===== src/rtl/memory_access_controller_if.sv =====
`default_nettype none
// ============================================================================
// Module   : memory_access_controller_if
// Brief    : Request/response handshake and scratch-memory pin bundle.
// Revision : 1.0 - initial release
// ============================================================================
interface memory_access_controller_if #(
    parameter int data_size = 8,
    parameter int address   = 4
);
    logic                 req_valid;
    logic                 req_ready;
    logic                 req_write;
    logic [address-1:0]   req_addr;
    logic [data_size-1:0] req_wdata;

    logic                 rsp_valid;
    logic                 rsp_write;
    logic [data_size-1:0] rsp_rdata;
    logic                 rsp_err;

    logic                 mem_cs;
    logic                 mem_write_en;
    logic                 mem_read_en;
    logic [address-1:0]   mem_address;
    logic [data_size-1:0] mem_data_out;
    logic [data_size-1:0] mem_data_in;

    // Controller side
    modport slave (
        input  req_valid, req_write, req_addr, req_wdata, mem_data_in,
        output req_ready, rsp_valid, rsp_write, rsp_rdata, rsp_err,
               mem_cs, mem_write_en, mem_read_en, mem_address, mem_data_out
    );

    // Requester plus memory side
    modport master (
        output req_valid, req_write, req_addr, req_wdata, mem_data_in,
        input  req_ready, rsp_valid, rsp_write, rsp_rdata, rsp_err,
               mem_cs, mem_write_en, mem_read_en, mem_address, mem_data_out
    );
endinterface
`default_nettype wire


===== src/rtl/memory_access_controller.sv =====
`default_nettype none
// ============================================================================
// Module   : memory_access_controller
// Brief    : Single-request initiator for the cs/write_en/read_en scratch
//            memory. Define MEM_CTRL_WVERIFY_EN to add write readback verify.
// Revision : 1.0 - initial release
// ============================================================================
module memory_access_controller #(
    parameter int data_size = 8,
    parameter int address   = 4
) (
    input  wire logic                  clk,
    input  wire logic                  rst,
    memory_access_controller_if.slave  bus
);
    typedef enum logic [2:0] {
        S_IDLE   = 3'd0,
        S_WRITE  = 3'd1,
        S_FETCH  = 3'd2,
        S_DRIVE  = 3'd3
`ifdef MEM_CTRL_WVERIFY_EN
        ,
        S_VFETCH = 3'd4,
        S_VDRIVE = 3'd5
`endif
    } state_t;

    state_t               r_state;
    state_t               w_next_state;
    logic [address-1:0]   r_addr;
    logic [data_size-1:0] r_wdata;
    logic                 r_rsp_valid;
    logic                 r_rsp_write;
    logic [data_size-1:0] r_rsp_rdata;
    logic                 w_req_ready;
    logic                 w_cs;
    logic                 w_write_en;
    logic                 w_read_en;
    logic                 w_capture;
    logic                 w_done;
    logic                 w_done_write;

    always_ff @(posedge clk) begin
        if (rst) r_state <= S_IDLE;
        else     r_state <= w_next_state;
    end

    // All pin controls decode from the state register only
    always_comb begin
        w_next_state = r_state;
        w_req_ready  = 1'b0;
        w_cs         = 1'b1;
        w_write_en   = 1'b0;
        w_read_en    = 1'b0;
        w_capture    = 1'b0;
        w_done       = 1'b0;
        w_done_write = 1'b0;
        case (r_state)
            S_IDLE: begin
                w_req_ready = 1'b1;
                w_cs        = 1'b0;
                if (bus.req_valid) w_next_state = bus.req_write ? S_WRITE : S_FETCH;
            end
            S_WRITE: begin
                w_write_en = 1'b1;
`ifdef MEM_CTRL_WVERIFY_EN
                w_next_state = S_VFETCH;
`else
                w_done       = 1'b1;
                w_done_write = 1'b1;
                w_next_state = S_IDLE;
`endif
            end
            S_FETCH: w_next_state = S_DRIVE;
            S_DRIVE: begin
                w_read_en    = 1'b1;
                w_capture    = 1'b1;
                w_done       = 1'b1;
                w_next_state = S_IDLE;
            end
`ifdef MEM_CTRL_WVERIFY_EN
            S_VFETCH: w_next_state = S_VDRIVE;
            S_VDRIVE: begin
                w_read_en    = 1'b1;
                w_capture    = 1'b1;
                w_done       = 1'b1;
                w_done_write = 1'b1;
                w_next_state = S_IDLE;
            end
`endif
            default: begin
                w_cs         = 1'b0;
                w_next_state = S_IDLE;
            end
        endcase
    end

    always_ff @(posedge clk) begin
        if (rst) begin
            r_addr      <= '0;
            r_wdata     <= '0;
            r_rsp_valid <= 1'b0;
            r_rsp_write <= 1'b0;
            r_rsp_rdata <= '0;
        end else begin
            r_rsp_valid <= w_done;
            r_rsp_write <= w_done_write;
            if (w_req_ready && bus.req_valid) begin
                r_addr  <= bus.req_addr;
                r_wdata <= bus.req_wdata;
            end
            if (w_capture) r_rsp_rdata <= bus.mem_data_in;
        end
    end

`ifdef MEM_CTRL_WVERIFY_EN
    logic r_rsp_err;

    always_ff @(posedge clk) begin
        if (rst) r_rsp_err <= 1'b0;
        else     r_rsp_err <= (r_state == S_VDRIVE) && (bus.mem_data_in != r_wdata);
    end

    assign bus.rsp_err = r_rsp_err;
`else
    assign bus.rsp_err = 1'b0;
`endif

    assign bus.req_ready    = w_req_ready;
    assign bus.rsp_valid    = r_rsp_valid;
    assign bus.rsp_write    = r_rsp_write;
    assign bus.rsp_rdata    = r_rsp_rdata;
    assign bus.mem_cs       = w_cs;
    assign bus.mem_write_en = w_write_en;
    assign bus.mem_read_en  = w_read_en;
    assign bus.mem_address  = r_addr;
    assign bus.mem_data_out = r_wdata;

endmodule
`default_nettype wire


===== src/flat_wrapper.sv =====
// flat-port wrapper written by rule: the top's interface ports become plain ports
module memory_access_controller_flat 
#(
    parameter int data_size = 8,
    parameter int address   = 4
)
  (clk, rst, bus_req_valid, bus_req_write, bus_req_addr, bus_req_wdata, bus_mem_data_in, bus_req_ready, bus_rsp_valid, bus_rsp_write, bus_rsp_rdata, bus_rsp_err, bus_mem_cs, bus_mem_write_en, bus_mem_read_en, bus_mem_address, bus_mem_data_out);
  memory_access_controller_if #(.data_size(data_size), .address(address)) bus_i ();
  input  wire logic clk;
  input  wire logic rst;
  input wire logic [$bits(bus_i.req_valid)-1:0] bus_req_valid;
  input wire logic [$bits(bus_i.req_write)-1:0] bus_req_write;
  input wire logic [$bits(bus_i.req_addr)-1:0] bus_req_addr;
  input wire logic [$bits(bus_i.req_wdata)-1:0] bus_req_wdata;
  input wire logic [$bits(bus_i.mem_data_in)-1:0] bus_mem_data_in;
  output wire logic [$bits(bus_i.req_ready)-1:0] bus_req_ready;
  output wire logic [$bits(bus_i.rsp_valid)-1:0] bus_rsp_valid;
  output wire logic [$bits(bus_i.rsp_write)-1:0] bus_rsp_write;
  output wire logic [$bits(bus_i.rsp_rdata)-1:0] bus_rsp_rdata;
  output wire logic [$bits(bus_i.rsp_err)-1:0] bus_rsp_err;
  output wire logic [$bits(bus_i.mem_cs)-1:0] bus_mem_cs;
  output wire logic [$bits(bus_i.mem_write_en)-1:0] bus_mem_write_en;
  output wire logic [$bits(bus_i.mem_read_en)-1:0] bus_mem_read_en;
  output wire logic [$bits(bus_i.mem_address)-1:0] bus_mem_address;
  output wire logic [$bits(bus_i.mem_data_out)-1:0] bus_mem_data_out;
  assign bus_i.req_valid = bus_req_valid;
  assign bus_i.req_write = bus_req_write;
  assign bus_i.req_addr = bus_req_addr;
  assign bus_i.req_wdata = bus_req_wdata;
  assign bus_i.mem_data_in = bus_mem_data_in;
  assign bus_req_ready = bus_i.req_ready;
  assign bus_rsp_valid = bus_i.rsp_valid;
  assign bus_rsp_write = bus_i.rsp_write;
  assign bus_rsp_rdata = bus_i.rsp_rdata;
  assign bus_rsp_err = bus_i.rsp_err;
  assign bus_mem_cs = bus_i.mem_cs;
  assign bus_mem_write_en = bus_i.mem_write_en;
  assign bus_mem_read_en = bus_i.mem_read_en;
  assign bus_mem_address = bus_i.mem_address;
  assign bus_mem_data_out = bus_i.mem_data_out;
  memory_access_controller #(.data_size(data_size), .address(address)) u_core (.clk(clk), .rst(rst), .bus(bus_i));
endmodule

===== config.mk =====
export PLATFORM = sky130hd
export DESIGN_NAME = memory_access_controller_flat
export DESIGN_NICKNAME = d
export VERILOG_FILES = /design/src/rtl/memory_access_controller_if.sv /design/src/rtl/memory_access_controller.sv /design/src/flat_wrapper.sv
export SDC_FILE = /design/constraint.sdc
export NUM_CORES = 1
export LEC_CHECK = 0
export BUFFER_PORTS_ARGS = -buffer_cell sky130_fd_sc_hd__buf_2
export CORE_MARGIN = 4
export CORE_UTILIZATION = 44
export CTS_CLUSTER_SIZE = 14
export DETAILED_ROUTE_END_ITERATION = 6
export GPL_ROUTABILITY_DRIVEN = 0
export PLACE_DENSITY = 0.77
export SETUP_SLACK_MARGIN = 0.05
export SLEW_MARGIN = 20
export SYNTH_ARGS = -nofsm -noshare
export SYNTH_HDL_FRONTEND = slang
export SYNTH_SLANG_ARGS = --single-unit

===== constraint.sdc =====
create_clock -name clk -period 1.2 [get_ports clk]
set_input_delay 0.12 -clock clk [delete_from_list [all_inputs] [get_ports clk]]
set_output_delay 0.12 -clock clk [all_outputs]
set_load 0.1 [all_outputs]

==> metrics.md <==
| Metric | Value |
|---|---|
| Status | finished, violations left |
| Failing checks | setup timing |
| R2R Path Start | u_core.r_state[0] |
| Initial core utilization | 0.468 |
| Final min period | 1.34 ns |
| Total global routing overflow | 0 |
| Setup slack, reg-to-reg | -0.12 ns |
| DRC viols | 0 |
| TritonCTS clock tree | built |
| Crit path depth | 3 |
| Worst setup path class | register to primary output |
| Placed cell area | 0.00141 sq mm |
| Core Region | 0.00223 sq mm |
| Post-route ant nets | 0 |
| Final core occ | 0.728 |
| Top post-synthesis cells by count | dfxtp_1, nand2b_1, mux2i_1 |
| Final Max Slew Viols | 0 |
| Clk_skew | 0.0115 ns |
| Pin count of the biggest net entering global routing | 36 |
| Cell Area, Synth | 0.00105 sq mm |
| Total nets after synthesis | 130 |
| Critical Path RT | 1.08 ns |
| Share of post-route cells with drive strength above 1 | 0.634 |
| Initial antenna violation count | 0 |
| Final total power | 0.00197 W |
| Seq/Total Area, Yosys | 0.459 |
| Worst Hold Margin | 0.0371 ns |
| Final Cell Area | 0.00163 sq mm |
| Count of cell types in the netlist | 19 |
| RSZ-0062 raised after global routing | true |
| Crit path from | u_core.r_state[1] |
| Critical Path Slowest Stage Cell | dfxtp_4 |
| CP peak stage delay | 0.39 ns |
| Min-delay worst type | input port to register |
| Rows | 17 |
| CP Cell Sequence | or2_4, clkinvlp_4, buf_12 |
| Clk slew on worst S/H paths | 0.13 ns |
| GRT Util Overall | 0.152 |
| Post-synth EDFFs | 0 |
| Worst Setup Slack, final | -0.138 ns |
| CTS buffer count | 3 |
| Crit path max-delay family | flip-flops |
| Clock latency on the worst-skew pair | 0.31 ns |
| Routed via count | 928 |
| Crit-path max FO | 6 |
| WL/cell | 14.3 um |
| Clock power frac | 0.180 |
| Max-Cap Viols | 0 |
| Crit. End Element | primary output |
| 1st-iter DRT viols | 18 |
| Layout overhead on the synthesized area | 55.4% |
| Clk sinks | 24 |
| YS warnings | 0 |
| Async SR Flop Fraction | 0 |
| Sequential power share | 0.441 |
| HPWL after DPL | 1.61 mm |
| Leakage power | 0.736 nW |
| Met1 Use GR | 0.167 |
| Synth area leaders | dfxtp_1, nand2b_1, mux2i_1, a21bo_2, a21oi_1 |
| Buffers & Inverters on Critical Path | 2 |
| Largest area contributor in the netlist | dfxtp_1 |
| Die Y | 56.8 um |
| Worst setup SP type | register |
| Post-synthesis register bit count | 24 |
| Drt pass-1 iters | 4 |
| Met3 usage | 0.0299 |
| Gate Count Post-Synth | 106 |
| Clock root cell | clkbuf_4 |
| Gate power share | 0.379 |
| Top cell type's share of synthesized area | 0.459 |
| F_max | 748 MHz |
| Wire length of the first global-routing pass | 3.87 mm |
| Vias per inst | 4.83 |
| Critical Path AT | 1.22 ns |
| WL final | 2.75 mm |
| Count of input and output buffers | 49 |
| IO Pins | 51 |
| # hold bufs at CTS | 0 |
| H-tree Lvls | 1 |
| M2 GR Usage | 0.279 |
| Reg2reg end | u_core.bus.mem_data_out[2] |
| Final hold violations | 0 |
| Peak supply drop | 0.000819 V |
| Horiz. Die Dim | 56.8 um |
| Clock Tree Buf Depth | 2 |
| Switching part of the total | 0.388 |
| Primary FF master, synth | dfxtp_1 |
| Int Power | 0.00121 W |
| Critical Path End | bus_req_ready |
| Final setup fails | 16 |
| Antenna Cells | 0 |
| Placed Cells | 177 |
| Vias in the first global route | 885 |
| Final #Nets | 189 |
| R2R depth | 5 |
| Gr busiest metal | met2 |
| Pwr/cell area | 1210 mW/mm^2 |
| Filler cells | 161 |
| Syn_area_per_cell | 9.87 sq um |
| P_sw | 0.000765 W |
| Post-Layout Cell Count | 192 |
| Fin crit share | 1.11 |
| Die ar. | 0.00322 sq mm |
layout make-up:
class                           count  area, sq um  area share
Multi-Input combinational cell     72          534       0.329
Sequential cell                    24          513       0.316
Timing Repair Buffer               63          509       0.313
Tap cell                           28         35.0      0.0216
Clock buffer                        3         22.5      0.0139
Inverter                            1         7.51     0.00462
Clock inverter                      1         3.75     0.00231
worst reg2reg max path, stage by stage (launching register included):
cell,delay (ns)
dfxtp_4,0.38
buf_6,0.13
buf_6,0.13
nor3b_4,0.24
buf_6,0.17
mux2i_1,0.19
logic make-up (layout without fill, tap and decap cells):
kind of cell           Yosys count  after routing  synth area share
flip-flops                      24             24             0.459
AND/OR/NAND/NOR                 41             41             0.244
multiplexers                    12             12             0.115
AO/OA/AOI/OAI                   18             18             0.127
other                            1              1           0.00359
buffers and inverters           10             68            0.0514
power by group through the flow:
stage	Combinational (W)	Sequential [W]	Clock, W
5_1_grt	0.000776	0.000877	0.000401
4_1_cts	0.000711	0.000868	0.000375
3_3_place_gp	0.000627	0.000903	0
6_report	0.000747	0.000870	0.000355
2_1_floorplan	0.000250	0.00115	0
3_5_place_dp	0.000634	0.000906	0
sequential cells by signal, indices dropped and copies added, names as in the netlist:
name                     count
u_core.bus.mem_address       4
u_core.bus.mem_data_out      8
u_core.bus.rsp_rdata         8
u_core.bus.rsp_valid         1
u_core.bus.rsp_write         1
u_core.r_state               2
routing by layer:
metal | part of all wire | vias up
met5 | 0 | -
met4 | 0.019 | 0
met3 | 0.049 | 6
met2 | 0.54 | 26
met1 | 0.40 | 432
li1 | - | 464
metrics by stage:
stage                     setup TNS (ns)  worst slack, ns
after CTS                          -1.44           -0.144
after global placement                 0            0.142
after global routing               -2.49           -0.205
final                              -1.58           -0.138
after detailed placement               0            0.102
after floorplan                   -0.246           -0.246
worst min path at each step:
stage / startpoint / to / cells after the start
after floorplan: rst / u_core.bus.rsp_valid / 1
after global placement: bus_mem_data_in[1] / u_core.bus.rsp_rdata[1] / 3
after detailed placement: bus_mem_data_in[3] / u_core.bus.rsp_rdata[3] / 3
after CTS: bus_mem_data_in[3] / u_core.bus.rsp_rdata[3] / 3
after global routing: bus_mem_data_in[4] / u_core.bus.rsp_rdata[4] / 3
final: bus_mem_data_in[0] / u_core.bus.rsp_rdata[0] / 3
placed cells by master, fill, tap and decap left out:
master      instances
buf_12              4
clkbuf_4            3
buf_6               5
nor2_1              1
nand2b_1           24
nor3b_4             1
or2_4               1
buf_4              29
clkinv_1            1
clkbuf_16           1
nand3_1             8
nor2b_1             3
conb_1              1
o21a_1              1
dfxtp_2            20
mux2i_1            12
a21oi_2             3
buf_8               1
a21oi_1             6
dfxtp_1             2
nor3_1              1
dfxtp_4             2
and2_2              1
buf_2              23
a21bo_2             8
nor2b_4             1
clkinvlp_4          1
repair_timing:
action,in CTS,in global routing
resized for setup,24,9
cloned,0,1
setup buffers,9,1
endpoints found under the hold margin,0,0
endpoints found under the setup margin,26,18
pin swaps,0,3
(Power assumes the default switching activity.)
